## config.mk

```make
export PLATFORM = sky130hd
export DESIGN_NAME = fpu_sequencer
export DESIGN_NICKNAME = d
export VERILOG_FILES = /design/src/rtl/fpu_pkg.sv /design/src/rtl/fpu_lat_counter.sv /design/src/rtl/fpu_sequencer.sv
export SDC_FILE = /design/constraint.sdc
export NUM_CORES = 1
export LEC_CHECK = 0
export ABC_AREA = 0
export BUFFER_PORTS_ARGS = -buffer_cell sky130_fd_sc_hd__buf_2
export CAP_MARGIN = 20
export CORE_MARGIN = 4
export CORE_UTILIZATION = 46
export CTS_CLUSTER_DIAMETER = 150
export CTS_CLUSTER_SIZE = 40
export DETAILED_ROUTE_END_ITERATION = 16
export PLACE_DENSITY_LB_ADDON = 0.3
export SKIP_CTS_REPAIR_TIMING = 1
export SLEW_MARGIN = 20
export SYNTH_ARGS = -nofsm -noshare
export SYNTH_HDL_FRONTEND = slang
export SYNTH_HIERARCHICAL = 1
export SYNTH_SLANG_ARGS = --single-unit
```

## constraint.sdc

```tcl
create_clock -name clk -period 3.98 [get_ports clk]
set_input_delay 0 -clock clk [delete_from_list [all_inputs] [get_ports clk]]
set_output_delay 0 -clock clk [all_outputs]
set_load 0.05 [all_outputs]
```

## src/rtl/fpu_pkg.sv

```systemverilog
// Shared definitions for the FP sequencer: opcodes, FSM states, latency lookup.
package fpu_pkg;

    localparam int unsigned OP_W   = 4;
    localparam int unsigned REG_W  = 5;
    localparam int unsigned DATA_W = 32;
    localparam int unsigned FLAG_W = 3;

    localparam logic [OP_W-1:0] FP_ADD = 4'h0;
    localparam logic [OP_W-1:0] FP_SUB = 4'h1;
    localparam logic [OP_W-1:0] FP_MUL = 4'h2;
    localparam logic [OP_W-1:0] FP_DIV = 4'h3;

    typedef enum logic [1:0] {
        IDLE = 2'd0,
        BUSY = 2'd1,
        WB   = 2'd2
    } fpState_t;

    // True for opcodes the FPU implements
    function automatic logic isLegalOp(input logic [OP_W-1:0] op);
        return (op == FP_ADD) || (op == FP_SUB) || (op == FP_MUL) || (op == FP_DIV);
    endfunction

    // FPU latency for an opcode; illegal opcodes return 0 and are never loaded
    function automatic int unsigned lat_of(input logic [OP_W-1:0] op,
                                           input int unsigned latAdd,
                                           input int unsigned latMul,
                                           input int unsigned latDiv);
        case (op)
            FP_ADD, FP_SUB: return latAdd;
            FP_MUL:         return latMul;
            FP_DIV:         return latDiv;
            default:        return 0;
        endcase
    endfunction

endpackage

```

## src/rtl/fpu_lat_counter.sv

```systemverilog
// Loadable down-counter that stops at zero and flags it.
module fpu_lat_counter #(
    parameter int unsigned CNT_W = 5
) (
    input  logic             clk,
    input  logic             reset,
    input  logic             load,
    input  logic [CNT_W-1:0] loadVal,
    input  logic             dec,
    output logic [CNT_W-1:0] cnt,
    output logic             isZero
);

    // Load takes priority over decrement; decrement saturates at zero
    always_ff @(posedge clk or posedge reset) begin
        if (reset) begin
            cnt <= '0;
        end else if (load) begin
            cnt <= loadVal;
        end else if (dec && (cnt != '0)) begin
            cnt <= cnt - CNT_W'(1);
        end
    end

    assign isZero = (cnt == '0);

endmodule

```

## src/rtl/fpu_sequencer.sv

```systemverilog
// Multi-cycle FP operation sequencer: holds FPU operands, stalls the front of
// the pipeline for the op latency, then writes the result back for one cycle.
module fpu_sequencer
    import fpu_pkg::*;
#(
    parameter int unsigned LAT_ADD = 3,
    parameter int unsigned LAT_MUL = 4,
    parameter int unsigned LAT_DIV = 16,
    parameter int unsigned CNT_W   = 5
) (
    input  logic              clk,
    input  logic              reset,
    input  logic              FpReqD,
    input  logic [OP_W-1:0]   FpOpD,
    input  logic [REG_W-1:0]  FpRdD,
    input  logic [DATA_W-1:0] FpAD,
    input  logic [DATA_W-1:0] FpBD,
    input  logic              FlushD,
    input  logic [DATA_W-1:0] FpuResult,
    input  logic              FpuExc,
    input  logic              FpuOvf,
    input  logic              FpuUnf,
    input  logic              FlagClr,
    output logic              FpuStartE,
    output logic [OP_W-1:0]   FpuOpE,
    output logic [DATA_W-1:0] FpuAE,
    output logic [DATA_W-1:0] FpuBE,
    output logic              FpStallF,
    output logic              FpStallD,
    output logic              FpFlushE,
    output logic              FpBusy,
    output logic              FpRegWriteW,
    output logic [REG_W-1:0]  FpRdW,
    output logic [DATA_W-1:0] FpResultW,
    output logic              FpIllegal,
    output logic [FLAG_W-1:0] FFlags
);

    fpState_t           state;
    logic [REG_W-1:0]   rdHeld;
    logic [CNT_W-1:0]   cnt;
    logic [CNT_W-1:0]   cntLoadVal;
    logic               cntZero;
    logic               reqValid;
    logic               opLegal;
    logic               accept;
    logic               sampleNow;
    logic [FLAG_W-1:0]  flagSet;

    // Decode-side request qualification
    assign reqValid   = FpReqD && !FlushD;
    assign opLegal    = isLegalOp(FpOpD);
    assign accept     = (state == IDLE) && reqValid && opLegal;
    assign cntLoadVal = CNT_W'(lat_of(FpOpD, LAT_ADD, LAT_MUL, LAT_DIV) - 1);
    assign sampleNow  = (state == BUSY) && cntZero;
    assign flagSet    = sampleNow ? {FpuExc, FpuOvf, FpuUnf} : '0;

    // Remaining FPU cycles; loaded with LAT-1 so zero marks the sample cycle
    fpu_lat_counter #(
        .CNT_W (CNT_W)
    ) u_latCounter (
        .clk     (clk),
        .reset   (reset),
        .load    (accept),
        .loadVal (cntLoadVal),
        .dec     (state == BUSY),
        .cnt     (cnt),
        .isZero  (cntZero)
    );

    // Sequencer FSM with registered FPU-side and write-back outputs
    always_ff @(posedge clk or posedge reset) begin
        if (reset) begin
            state       <= IDLE;
            rdHeld      <= '0;
            FpuStartE   <= 1'b0;
            FpuOpE      <= '0;
            FpuAE       <= '0;
            FpuBE       <= '0;
            FpRegWriteW <= 1'b0;
            FpRdW       <= '0;
            FpResultW   <= '0;
            FpIllegal   <= 1'b0;
        end else begin
            FpuStartE   <= 1'b0;
            FpRegWriteW <= 1'b0;
            FpIllegal   <= 1'b0;
            case (state)
                IDLE: begin
                    if (accept) begin
                        FpuOpE    <= FpOpD;
                        FpuAE     <= FpAD;
                        FpuBE     <= FpBD;
                        rdHeld    <= FpRdD;
                        FpuStartE <= 1'b1;
                        state     <= BUSY;
                    end else if (reqValid) begin
                        FpIllegal <= 1'b1;
                    end
                end
                BUSY: begin
                    if (cntZero) begin
                        // A faulting result is never written to the register file
                        if (!FpuExc) begin
                            FpResultW <= FpuResult;
                        end
                        FpRdW       <= rdHeld;
                        FpRegWriteW <= !FpuExc;
                        state       <= WB;
                    end
                end
                WB: begin
                    state <= IDLE;
                end
                default: begin
                    state <= IDLE;
                end
            endcase
        end
    end

    // Sticky flags; a set in the same cycle as a clear is kept
    always_ff @(posedge clk or posedge reset) begin
        if (reset) begin
            FFlags <= '0;
        end else begin
            FFlags <= (FlagClr ? '0 : FFlags) | flagSet;
        end
    end

    // Pipeline control straight from the state register
    assign FpBusy   = (state != IDLE);
    assign FpStallF = (state == BUSY) || (state == WB);
    assign FpStallD = FpStallF;
    assign FpFlushE = FpStallF;

endmodule
```

### Yosys cells after proc, flatten, opt, wreduce, memory -nomap -nowiden

Cells that the tools add are included.

| operators by class | value |
|---|---|
| add/subtract/negate cells | 2 |
| eq/ne operators | 7 |
| mux-type cells | 15 |
| bitwise gates (word level) | 2 |
| reduce and logical (&&, ||, !) cells | 22 |

Operator list:

| cell | number |
|---|---|
| $pmux 5 s3 | 1 |
| $mux 5 | 2 |
| $sub 5x1->5 const B | 2 |
| $eq 4x2->1 const B | 2 |
| $mux 1 | 7 |
| $mux 3 | 2 |
| $reduce_and 2->1 | 3 |
| $logic_and 1x1->1 | 5 |
| $logic_not 5->1 | 1 |
| $reduce_bool 5->1 | 1 |
| $eq 4x1->1 const B | 1 |
| $logic_not 4->1 | 1 |
| $logic_or 1x1->1 | 4 |
| $mux 2 | 2 |
| $ne 2x2->1 const B | 2 |
| $pmux 2 s2 | 1 |
| $reduce_bool 2->1 | 2 |
| $or 3x3->3 | 1 |
| $reduce_and 3->1 | 1 |
| $eq 2x1->1 const B | 1 |
| $eq 2x2->1 const B | 1 |
| $logic_not 1->1 | 2 |
| $logic_not 2->1 | 1 |
| $reduce_or 2->1 | 1 |
| $not 1->1 | 1 |

| storage, ports and cells | value |
|---|---|
| register bits after elaboration | 123 |
| output and inout port bits | 115 |

### Depth between registers and ports, before layout

| logic depth | value |
|---|---|
| word-level depth | 7 |
| gate-level depth with buffers | 8 |
| mapped depth without buffers | 7 |

### Modules after synthesis

The synthesis kept the hierarchy.

Modules (own cells, without submodules):

| module | instances | cells an instance | area an instance (um2) | seq. area each (um2) |
|---|---|---|---|---|
| fpu_sequencer | 1 | 277 | 4530.6 | 2952.8 |
| fpu_lat_counter | 1 | 33 | 302.8 | 125.1 |

### Worst setup path before layout

Ideal clock, no wire load.

| path | value |
|---|---|
| path kind | flip-flop to flip-flop |
| start point | reg u_latCounter.cnt[0] |
| end point | reg FpResultW[10] |
| arrival time | 2.056 ns |
| slack | 1.800 ns |
| cell stages (with the launch flop) | 9 |
| period minus slack after synthesis | 2.180 ns |
| cells stage by stage | dfrtp_1 > inv_1 > ha_1 > or4b_4 > inv_1 > nand2_2 > nor2_2 > buf_4 > mux2_2 |

| between the ends | value |
|---|---|
| word-level cells in the longest chain between the ends | 2 |

RTL lines:

| element | RTL line | source |
|---|---|---|
| from (decl) | fpu_lat_counter.sv:10 | `output logic [CNT_W-1:0] cnt,` |
| from (signal assigned) | fpu_lat_counter.sv:19 | `cnt <= loadVal;` |
| from (signal assigned) | fpu_lat_counter.sv:21 | `cnt <= cnt - CNT_W'(1);` |
| $logic_not 5->1 | fpu_lat_counter.sv:25 | `assign isZero = (cnt == '0);` |
| named net cntZero | fpu_sequencer.sv:43 | `logic cntZero;` |
| $reduce_and 3->1 (no line) | n/a |  |
| to (signal assigned) | fpu_sequencer.sv:105 | `FpResultW <= FpuResult;` |
| to (decl) | fpu_sequencer.sv:34 | `output logic [DATA_W-1:0] FpResultW,` |

The timed path passes the listed nets, and every way through them passes these cells.
A chain may end at the register's enable or synchronous reset.

### Final worst setup path

| path | value |
|---|---|
| start point | reg u_latCounter.cnt[0] |
| end point | reg FpResultW[26] |

Same word-level chain as after synthesis.

==> results.md <==
- CTS tree: yes
- Status: complete, no violations
- Routed WL per cell: between 15 and 20 µm
- Clk pin slew, worst setup/hold paths: 0.06 ns
- Layout Area Growth over Synthesis: 60.78%
- Bufs on Longest Clock Path: 2
- GRT Total Usage: about a fifth
- Final cycle utilization of the critical path: 62.14%
- Leading cell types by count after synthesis: dfrtp_1 (123), mux2_1 (58), mux2_2 (51)
- Initial Util: 47.03%
- DPL Wire Length: 8231 µm
- Final wirelength: 13640 µm
- CTS Buf Count: 17
- Worst-margin pin slew: about 1 ns
- Largest net degree at the start of global routing: 91
- Remaining Overflow, GRT: 0
- Most common cell in the netlist: dfrtp_1
- Synth top area share: between 60% and 70%
- Hold Crit Class: in2async
- Leak: 3.912 nW
- Setup violators final: 0
- Unrepaired setup endpoints after global routing: false
- Dpl cells: 662
- Worst slew margin: 34.70%
- Die span in x: about 110 µm
- H-tree depth reported by CTS: 4
- Number of synthesized register bits: 123
- Crit path time final: ~2.5 ns
- Initial antenna violation count: 0
- Mapped Avg Cell Area: 15.59 µm²
- First-pass GRT wire length: 18390 µm
- Worst setup EP type: flip-flop
- Top FF cell, synth: dfrtp_1
- Total core area: 10280 µm²
- Clk_lat worst skew: 0.51 ns
- Max-slew violations: 0
- Routed vias: 3861
- DRC errors left: 0
- Worst r2r src: u_latCounter/cnt[0]
- CP Class: reg2reg
- Worst Setup SP: u_latCounter/cnt[0]
- Io pins: 228
- Required time of the critical path: approximately 4.4 ns
- # diodes: 0
- Max_cap viols: 0
- Final Hold Viols: 0
- Share of the yosys chip area belonging to registers: 63.68%
- Synth warn: 6
- Distinct cells, synth: 33
- Port Buffers: 227
- Crit path DAT: 2.86 ns
- Fillers: 631
- Syn Inst Count: 310
- Root Driver: clkbuf_8
- CP max stage delay: 0.49 ns
- Post-synth ARST share: between 90% and 100%
- Clock sink total: 123
- Startpoint Class: flip-flop
- Routability cong.: 0.7455
- CP max-delay cell: or4b_4
- Post-synth EDFFs: 0
- Final layout net count: approximately 780
- Worst VDD drop: 0.6435 mV
- Detailed router's first-iteration violation count: 135
- Vias in the first global route: 3703
- Area contributors post-synth: dfrtp_1 (64%), mux2_1 (14%), mux2_2 (12%), buf_6 (1.4%), ha_1 (1.3%)
- Fmax: 404.3 MHz
- Die H: 110.5 µm
- Setup Skew: 0.01013 ns
- Crit path cell chain: inv_1 -> ha_1 -> or4b_4 -> inv_1 -> nand2_2 -> nor2_2 -> buf_4 -> mux2_2
- Most used cell, CP: inv_1
- Setup TNS: 0 ns
- Mapped Area: slightly below 5000 µm²
- Crit Path Max Fanout: 33
- Via density: 4.790
- Row cnt: 37
- Yosys top cell by area: dfrtp_1
- First-pass DRT Iterations: 5
- Fraction of layout instances using a drive strength above 1: 46.87%
- PD cells: 757.6 nW/µm²
- Syn nets: 428
- Routed Antenna Nets: 0
- Die Area: 12210 µm²
- Layout Cells excl Fill: about 800
-- cells by family after synthesis --
group,synth area share [%]
buffers and inverters,3.443
DFF,63.68
adders and majority gates,1.294
muxes,25.39
other,0.07759
AOI/OAI and AO/OA,1.993
and+or+nand+nor,3.935
xor gates and xnor gates,0.1812
-- worst paths after layout --
path | endpoint | slack, ns | cells past startpoint
max in group asynchronous | FpResultW[14] | 2.85 | 4
setup / recovery | FpResultW[26] | 1.51 | 8
hold reg to reg | FpuBE[5] | 0.48 | 1
min in group clk | state[1] | 0.05 | 4
setup reg to reg | FpResultW[26] | 1.51 | 8
hold / removal | u_latCounter/cnt[2] | 0.003 | 3
-- cell usage in the layout, fill, tap and decap left out, types with 3 or more instances in the layout --
| cell | count |
|---|---|
| dfrtp_1 | 123 |
| ha_1 | 5 |
| nor2b_1 | 5 |
| nand3_1 | 4 |
| clkbuf_8 | 3 |
| clkbuf_1 | 5 |
| bufinv_16 | 3 |
| a21oi_1 | 6 |
| dlygate4sd3_1 | 113 |
| clkbuf_16 | 16 |
| o21ai_0 | 4 |
| buf_2 | 227 |
| mux2_1 | 58 |
| mux2_2 | 51 |
| inv_1 | 11 |
| nand2_1 | 3 |
| or3_1 | 3 |
-- metal layers --
metal	global-route usage (%)	routed length [µm]	part of all wire, %
met1	22.31	5303	39
met2	30.42	6937	51
met3	8.986	1109	8.1
met4	6.650	293	2.1
met5	0	0	0
-- state kept, by name, indices dropped and copies added, names as in the netlist, 2 cells and up --
signal / flops
FpResultW: 32
FpuAE: 32
FpuBE: 32
FpRdW: 5
rdHeld: 5
u_latCounter/cnt: 5
FpuOpE: 4
FFlags: 3
state: 2
-- area by class of cell --
class / instances / area, µm² / area share [%]
Sequential cell: 123 / 3078 / 39.61
Timing Repair Buffer: 343 / 2302 / 29.62
Multi-Input combinational cell: 161 / 1595 / 20.53
Clock buffer: 24 / 460.4 / 5.925
Tap cell: 136 / 170.2 / 2.190
Clock inverter: 7 / 115.1 / 1.481
Inverter: 12 / 50.05 / 0.6440
-- power by group --
group	internal, mW	leakage [nW]	total, mW	switching [mW]
registers	1.67	1.53	1.89	0.220
clock network	0.981	0.275	1.49	0.511
logic	0.658	2.11	2.50	1.84
total	3.31	3.91	5.89	2.57
-- through the flow --
step / utilization, % / hold slack, ns / area (µm²) / setup WS (ns) / total power [mW]
after CTS: 64.58 / -0.5886 / 6638 / 1.487 / 5.809
after global placement: 58.98 / -0.05972 / 6062 / 1.596 / 4.236
after floorplan: - / -0.2215 / 4833 / 0.8509 / 3.712
after global routing: 75.61 / 0.004791 / 7771 / 1.358 / 6.154
after detailed placement: 58.98 / -0.04264 / 6062 / 1.480 / 4.298
final: 75.61 / 0.003462 / 7771 / 1.507 / 5.887
-- worst max-delay path, delay by kind of cell (launching register included) --
family	cells	cell delay, ns
adder cells (fa/ha/maj)	1	0.17
buffers and inverters	3	0.65
AND/OR/NAND/NOR	3	0.75
multiplexers	1	0.41
flip-flops	1	0.37
Power figures use the tool's default switching activity.
